File: src/rtl/gpio_in_conditioner.sv
// GPIO input conditioning: 2-flop pad synchroniser, per-pin debounce on a shared prescaled tick,
// and registered rise/fall pulses when GPIO_EDGE_DET_EN is defined (tied low otherwise).
module gpio_in_conditioner #(
  parameter int NPINS      = 16,
  parameter int DB_SAMPLES = 3,
  parameter int PS_W       = 16
) (
  input  logic             HCLK,
  input  logic             HRESETn,
  input  logic [NPINS-1:0] PAD_IN,
  input  logic [NPINS-1:0] DB_EN,
  input  logic [PS_W-1:0]  PRESCALE,
  output logic [NPINS-1:0] WGPIODIN,
  output logic [NPINS-1:0] RISE,
  output logic [NPINS-1:0] FALL
);

  localparam int CNT_W = $clog2(DB_SAMPLES + 1);

  typedef enum logic {
    ST_STABLE = 1'b0,
    ST_COUNT  = 1'b1
  } db_state_e;

  logic [NPINS-1:0] s1_q, s1_d;
  logic [NPINS-1:0] s2_q, s2_d;
  logic [NPINS-1:0] din_q, din_d;
  logic [PS_W-1:0]  pc_q, pc_d;
  logic             tick;

  db_state_e        state_q [NPINS];
  db_state_e        state_d [NPINS];
  logic [CNT_W-1:0] cnt_q   [NPINS];
  logic [CNT_W-1:0] cnt_d   [NPINS];

  // Synchroniser and prescaler next state.
  always_comb begin
    s1_d = PAD_IN;
    s2_d = s1_q;
    // Comparing against the live PRESCALE means lowering it below pc ticks at once
    // instead of wrapping through the full counter range.
    tick = (pc_q >= PRESCALE);
    pc_d = tick ? '0 : pc_q + PS_W'(1);
  end

  // NOTE: every output of this block is given a default first, so no path leaves a
  // value unassigned and no latch is inferred.
  always_comb begin
    din_d = din_q;
    for (int i = 0; i < NPINS; i++) begin
      state_d[i] = state_q[i];
      cnt_d[i]   = cnt_q[i];
      if (!DB_EN[i]) begin
        din_d[i]   = s2_q[i];
        state_d[i] = ST_STABLE;
        cnt_d[i]   = '0;
      end else if (tick) begin
        case (state_q[i])
          ST_STABLE: begin
            if (s2_q[i] != din_q[i]) begin
              if (DB_SAMPLES == 1) begin
                din_d[i] = s2_q[i];
              end else begin
                state_d[i] = ST_COUNT;
                cnt_d[i]   = CNT_W'(1);
              end
            end
          end
          ST_COUNT: begin
            if (s2_q[i] == din_q[i]) begin
              state_d[i] = ST_STABLE;
              cnt_d[i]   = '0;
            end else if (int'(cnt_q[i]) + 1 == DB_SAMPLES) begin
              din_d[i]   = s2_q[i];
              state_d[i] = ST_STABLE;
              cnt_d[i]   = '0;
            end else begin
              cnt_d[i] = cnt_q[i] + CNT_W'(1);
            end
          end
          default: begin
            state_d[i] = ST_STABLE;
            cnt_d[i]   = '0;
          end
        endcase
      end
    end
  end

  // NOTE: state registers use non-blocking assignments so every flop samples the
  // pre-edge values regardless of statement order.
  always_ff @(posedge HCLK or negedge HRESETn) begin
    if (!HRESETn) begin
      s1_q  <= '0;
      s2_q  <= '0;
      din_q <= '0;
      pc_q  <= '0;
      for (int i = 0; i < NPINS; i++) begin
        state_q[i] <= ST_STABLE;
        cnt_q[i]   <= '0;
      end
    end else begin
      s1_q  <= s1_d;
      s2_q  <= s2_d;
      din_q <= din_d;
      pc_q  <= pc_d;
      for (int i = 0; i < NPINS; i++) begin
        state_q[i] <= state_d[i];
        cnt_q[i]   <= cnt_d[i];
      end
    end
  end

  assign WGPIODIN = din_q;

`ifdef GPIO_EDGE_DET_EN
  logic [NPINS-1:0] dq_q, dq_d;
  logic [NPINS-1:0] rise_q, rise_d;
  logic [NPINS-1:0] fall_q, fall_d;

  // Pulses appear the cycle after WGPIODIN changes and last exactly one cycle.
  always_comb begin
    dq_d   = din_q;
    rise_d = din_q & ~dq_q;
    fall_d = ~din_q & dq_q;
  end

  always_ff @(posedge HCLK or negedge HRESETn) begin
    if (!HRESETn) begin
      dq_q   <= '0;
      rise_q <= '0;
      fall_q <= '0;
    end else begin
      dq_q   <= dq_d;
      rise_q <= rise_d;
      fall_q <= fall_d;
    end
  end

  assign RISE = rise_q;
  assign FALL = fall_q;
`else
  assign RISE = '0;
  assign FALL = '0;
`endif

endmodule

File: config.mk
export PLATFORM = sky130hd
export DESIGN_NAME = gpio_in_conditioner
export DESIGN_NICKNAME = d
export VERILOG_FILES = /design/src/rtl/gpio_in_conditioner.sv
export SDC_FILE = /design/constraint.sdc
export NUM_CORES = 1
export LEC_CHECK = 0
export BUFFER_PORTS_ARGS = -buffer_cell sky130_fd_sc_hd__buf_2
export CORE_UTILIZATION = 60
export DETAILED_ROUTE_END_ITERATION = 12
export PLACE_DENSITY = 0.85
export SKIP_CTS_REPAIR_TIMING = 1
export SYNTH_ARGS = -nofsm -noshare
export SYNTH_HDL_FRONTEND = slang
export SYNTH_SLANG_ARGS = --single-unit
export TNS_END_PERCENT = 5
File: constraint.sdc
create_clock -name HCLK -period 5.18 [get_ports HCLK]
set_clock_uncertainty 0.05 [all_clocks]
set_input_delay 0.259 -clock HCLK [delete_from_list [all_inputs] [get_ports HCLK]]
set_output_delay 0.259 -clock HCLK [all_outputs]
set_load 0.005 [all_outputs]
* Yosys cells after proc, flatten, opt, wreduce, memory -nomap -nowiden
Cells that the tools add are included.
** Cells by class
- Add/subtract/negate cells :: 33
- $lt $le $gt $ge :: 1
- Eq/ne operators :: 128
- Mux-type cells :: 273
- Bitwise operators :: 16
- Reduce and logical (&&, ||, !) cells :: 32
** Operator list (count)
- two-way mux 1 bit :: 160
- two-way mux 2 bit :: 80
- inequality test 2 x 1 -> 1 bit (second input constant) :: 48
- case mux 2 bit (2 select lines) :: 16
- AND reduction 4 bit :: 16
- adder 2 x 1 -> 3 bit (second input constant) :: 16
- equality test 3 x 2 -> 1 bit (second input constant) :: 16
- inequality test 3 bit (second input constant) :: 16
- adder 2 x 1 -> 2 bit (second input constant) :: 16
- inequality test 2 bit (second input constant) :: 16
- case mux 1 bit (2 select lines) :: 16
- AND reduction 2 bit :: 16
- adder 16 x 1 -> 16 bit (second input constant) :: 1
- equality test 1 bit :: 16
- greater-or-equal comparator 16 bit :: 1
- two-way mux 16 bit :: 1
- inequality test 1 bit :: 16
- NOT 1 bit :: 16
** Storage, ports and cells
- Register bits after elaboration :: 112
- Bits of input ports :: 50
- Output and inout bits :: 48
- Word-level logic and storage cells :: 534

* Logic depth before layout (Yosys ltp)
- Depth in word-level cells :: 7
- Gate-level depth with buffers :: 10

* Least setup slack after synthesis
No wires, ideal clock.
- Path type :: reg2reg
- Start :: register pc_q[0]
- End :: register din_q[0] (netlist: WGPIODIN[0])
- Arrival time :: 2.156 ns
- Data required time :: 5.002 ns
- Path slack :: 2.847 ns
- Cell stages (with the launch flop) :: 10
- Period minus slack after synthesis :: 2.333 ns
- Path through :: dfrtp_1 > inv_1 > ha_1 > nand2b_4 > a2111oi_4 > o31ai_2 > a211oi_4 > buf_6 > o21ai_1 > mux2_1
** Between the ends
- Cells in the longest elaborated chain, start to end :: 3
** RTL lines
- start: declaration :: line 28 : logic [PS_W-1:0] pc_q, pc_d;
- start signal: assignment :: line 106 : pc_q <= pc_d;
- greater-or-equal comparator 16 bit :: line 42 : tick = (pc_q >= PRESCALE);
- inequality test 2 x 1 -> 1 bit (no source line)
- AND reduction 4 bit (no source line)
- end signal: assignment :: line 105 : din_q <= din_d;
- end: declaration :: line 27 : logic [NPINS-1:0] din_q, din_d;
No other way between the ends.
A chain may end at the register's enable or synchronous reset.

* Worst setup path in the final report
- Start :: register pc_q[0]
- End :: register din_q[3] (netlist: WGPIODIN[3])
The elaborated chain is that of the path after synthesis.

==> results by group <==
Clock tree
  – CTS Sinks: 112
  – Root Buffer: clkbuf_8
  – H-tree depth: 3
  – CTS clk-pin slew, worst paths: 0.10 ns
  – Skew-Pair Late Insertion Delay: 0.36 ns
  – Worst-case clock buffer depth: 2
  – TritonCTS clock tree: done
  – Clock buffer count from CTS: 9

Cells and area
  – Antenna Cells: 0
  – Share of cells above drive strength 1: between 10% and 20%
  – Final net count: between 600 and 700
  – Post-route design area: around 6000 um^2
  – Post-route non-filler standard cell count: between 600 and 700
  – Fin util: 68.7%
  – Area Overhead vs Synth: 11.2%

Routing
  – Routed Antenna Nets: 0
  – Drt drc: 0
  – Routed len/inst: 14.4 um
  – DR iter-0 viols: 170
  – Via-to-Cell Ratio: 5.70
  – Vias: slightly below 4,000
  – Drt first pass iters: 5
  – Routed WL: between 9000 and 10,000 um

Setup path
  – Worst-path fanout max: 33
  – R2R Setup Slk: 2.02 ns
  – CP Capture Type: flip-flop
  – Req. time, crit path: 5.38 ns
  – Critical path class: reg2reg
  – Crit path from: pc_q[0]
  – R2R Path End: WGPIODIN[3]
  – Startpoint types: flip-flop
  – RR Startpoint: pc_q[0]
  – Critical Path End: WGPIODIN[3]
  – Arr. time, crit path: ~3.4 ns
  – Worst Reg-to-Reg Cells: 9

Pwr
  – Maximum vdd drop: 203 uV
  – Pleak: 2.81 nW
  – Final Power: 1.90 mW
  – P per Cell Area: 317 nW/um^2

Yosys
  – Yosys Warn Count: 0
  – Top FF cell, synth: dfrtp_1
  – Synth unique cells: 43
  – EDFF count, synth: 0
  – Seq cells post-synth: approximately 110
  – Largest area contributor in the netlist: dfrtp_1
  – FFs w/ async S/R, synth: 100%
  – Most frequent cell after synthesis: dfrtp_1
  – Synth top cells by count: 112 x dfrtp_1, 35 x buf_4, 32 x nand2_1
  – Syn_area_per_cell: 10.8 um^2
  – Largest cells by area after synthesis: dfrtp_1 52%, buf_4 4.9%, ha_1 3.9%
  – Post-Syn Instances: 497
  – Top-area cell type share of the netlist area: 52.0%
  – Area of the mapped netlist: 5390 um^2
  – Post-synthesis sequential area ratio: roughly 52%

Place
  – DP Worst Slack: 2.03 ns
  – Gpl congestion: 0.756
  – Cells after DPL: 659
  – I/O Buffers: 65
  – Final HPWL DP: 7040 um
  – Area post-placement: 5650 um^2

Timing
  – RSZ-0062 raised after global routing: false
  – Worst hold slack: 0.101 ns
  – Final setup violation count: 0
  – Fin crit share: roughly three fifths
  – Worst Tran Pin Value: 1.15 ns
  – Final min period: 3.16 ns
  – Hold Violations, Final: 0
  – Fmax achieved: about 320 MHz
  – Rel. slew slack: 23.5%
  – Setup ws final: 2.02 ns
  – Setup_tns: 0 ns
  – Max-slew violation count: 0

GRT
  – Total global routing overflow: 0
  – Largest net degree at the start of global routing: 70
  – First-pass GRT wire length: approximately 17,000 um
  – Number of global-route vias before repair: ~3,900
  – Tot GR Track Use: 22.3%
  – Initial antenna violation count: 0

Hold path
  – Hold wc startpoint: DB_EN[8]
  – Type of the worst min-delay path: in2reg
  – Hold path depth: 3

Die
  – Row count: 34
  – Die H: between 90 and 100 um
  – Core area: 8720 um^2
  – IO Pins: 98
  – Initial core utilization: around three fifths
  – Die ar.: around 9400 um^2
  – Die width: 96.8 um

Status
  – Status: complete, no violations

Run
  – Maxcap violations: 0
power by group:
group	switching, mW	internal (mW)	leakage (nW)
clock	0.282	0.191	0.0911
combinational	0.215	0.169	1.28
sequential	0.0860	0.958	1.44
total	0.583	1.32	2.81
state kept, by name (all words and copies together) (netlist names):
register  cells
s2_q         16
pc_q         16
state_q      16
s1_q         16
WGPIODIN     16
cnt_q        32
layout make-up:
| type | instances | area [um^2] |
|---|---|---|
| well taps | 108 | 135 |
| fillers | 635 | 2730 |
| clock inverters | 4 | 27.5 |
| inverters | 26 | 97.6 |
| repair buffers | 84 | 513 |
| multi-input cells | 346 | 2270 |
| flip-flops and latches | 112 | 2800 |
| clock buffers | 12 | 145 |
worst min-delay path by stage:
stage               slack, ns          end
floorplan               -0.09  WGPIODIN[0]
global placement         0.28      pc_q[7]
detailed placement       0.29      s2_q[5]
CTS                      -0.1      pc_q[8]
global route              0.1   state_q[7]
finish                   0.10    cnt_q[14]
metal layers:
metal	GRT usage [%]	share of wire, %	vias to the layer above
met5	0	0	-
met4	6.77	1.3	0
met3	4.19	4.3	13
met2	39.8	52	122
met1	27.3	43	1960
li1	-	-	1851
layout by cell type (no fill, tap or decap), drive strengths merged, types with 2 or more instances in the layout:
cell and instances:
buf 67, nor2 31, inv 28, dfrtp 112
nor2b 6, clkinv 2, and4b 4, a21boi 18
clkbuf 12, o2111a 4, o21ai 33, nand3 29
o31ai 5, dlygate4sd3 17, a32o 4, ha 17
xor2 20, mux2 16, nand3b 13, a311oi 9
nand2 32, a31o 3, o21a 2, conb 32
nand4 10, xnor2 10, nor3 4, and3 5
nand4b 4, a21oi 22, and2 5
critical path, stage by stage, from the launching register on:
cell	delay, ns
dfrtp_1	0.42
inv_1	0.07
ha_1	0.26
nand2b_4	0.15
a2111oi_4	0.35
o31ai_2	0.15
a211oi_4	0.67
buf_4	0.45
o21ai_1	0.13
mux2_1	0.33
cell families (layout without fill, tap and decap cells):
family                   Yosys count  in the layout  synth area share, %
AND/OR/NAND/NOR                  145            145                 14.0
flip-flops                       112            112                 52.0
AO/OA/AOI/OAI                    106            106                 13.7
buffers and inverters             70            126                 8.05
XOR/XNOR                          30             30                 4.87
adder cells (fa/ha/maj)           17             17                 3.95
multiplexers                      16             16                 3.34
other                              1             32               0.0696
(Power assumes the default switching activity.)
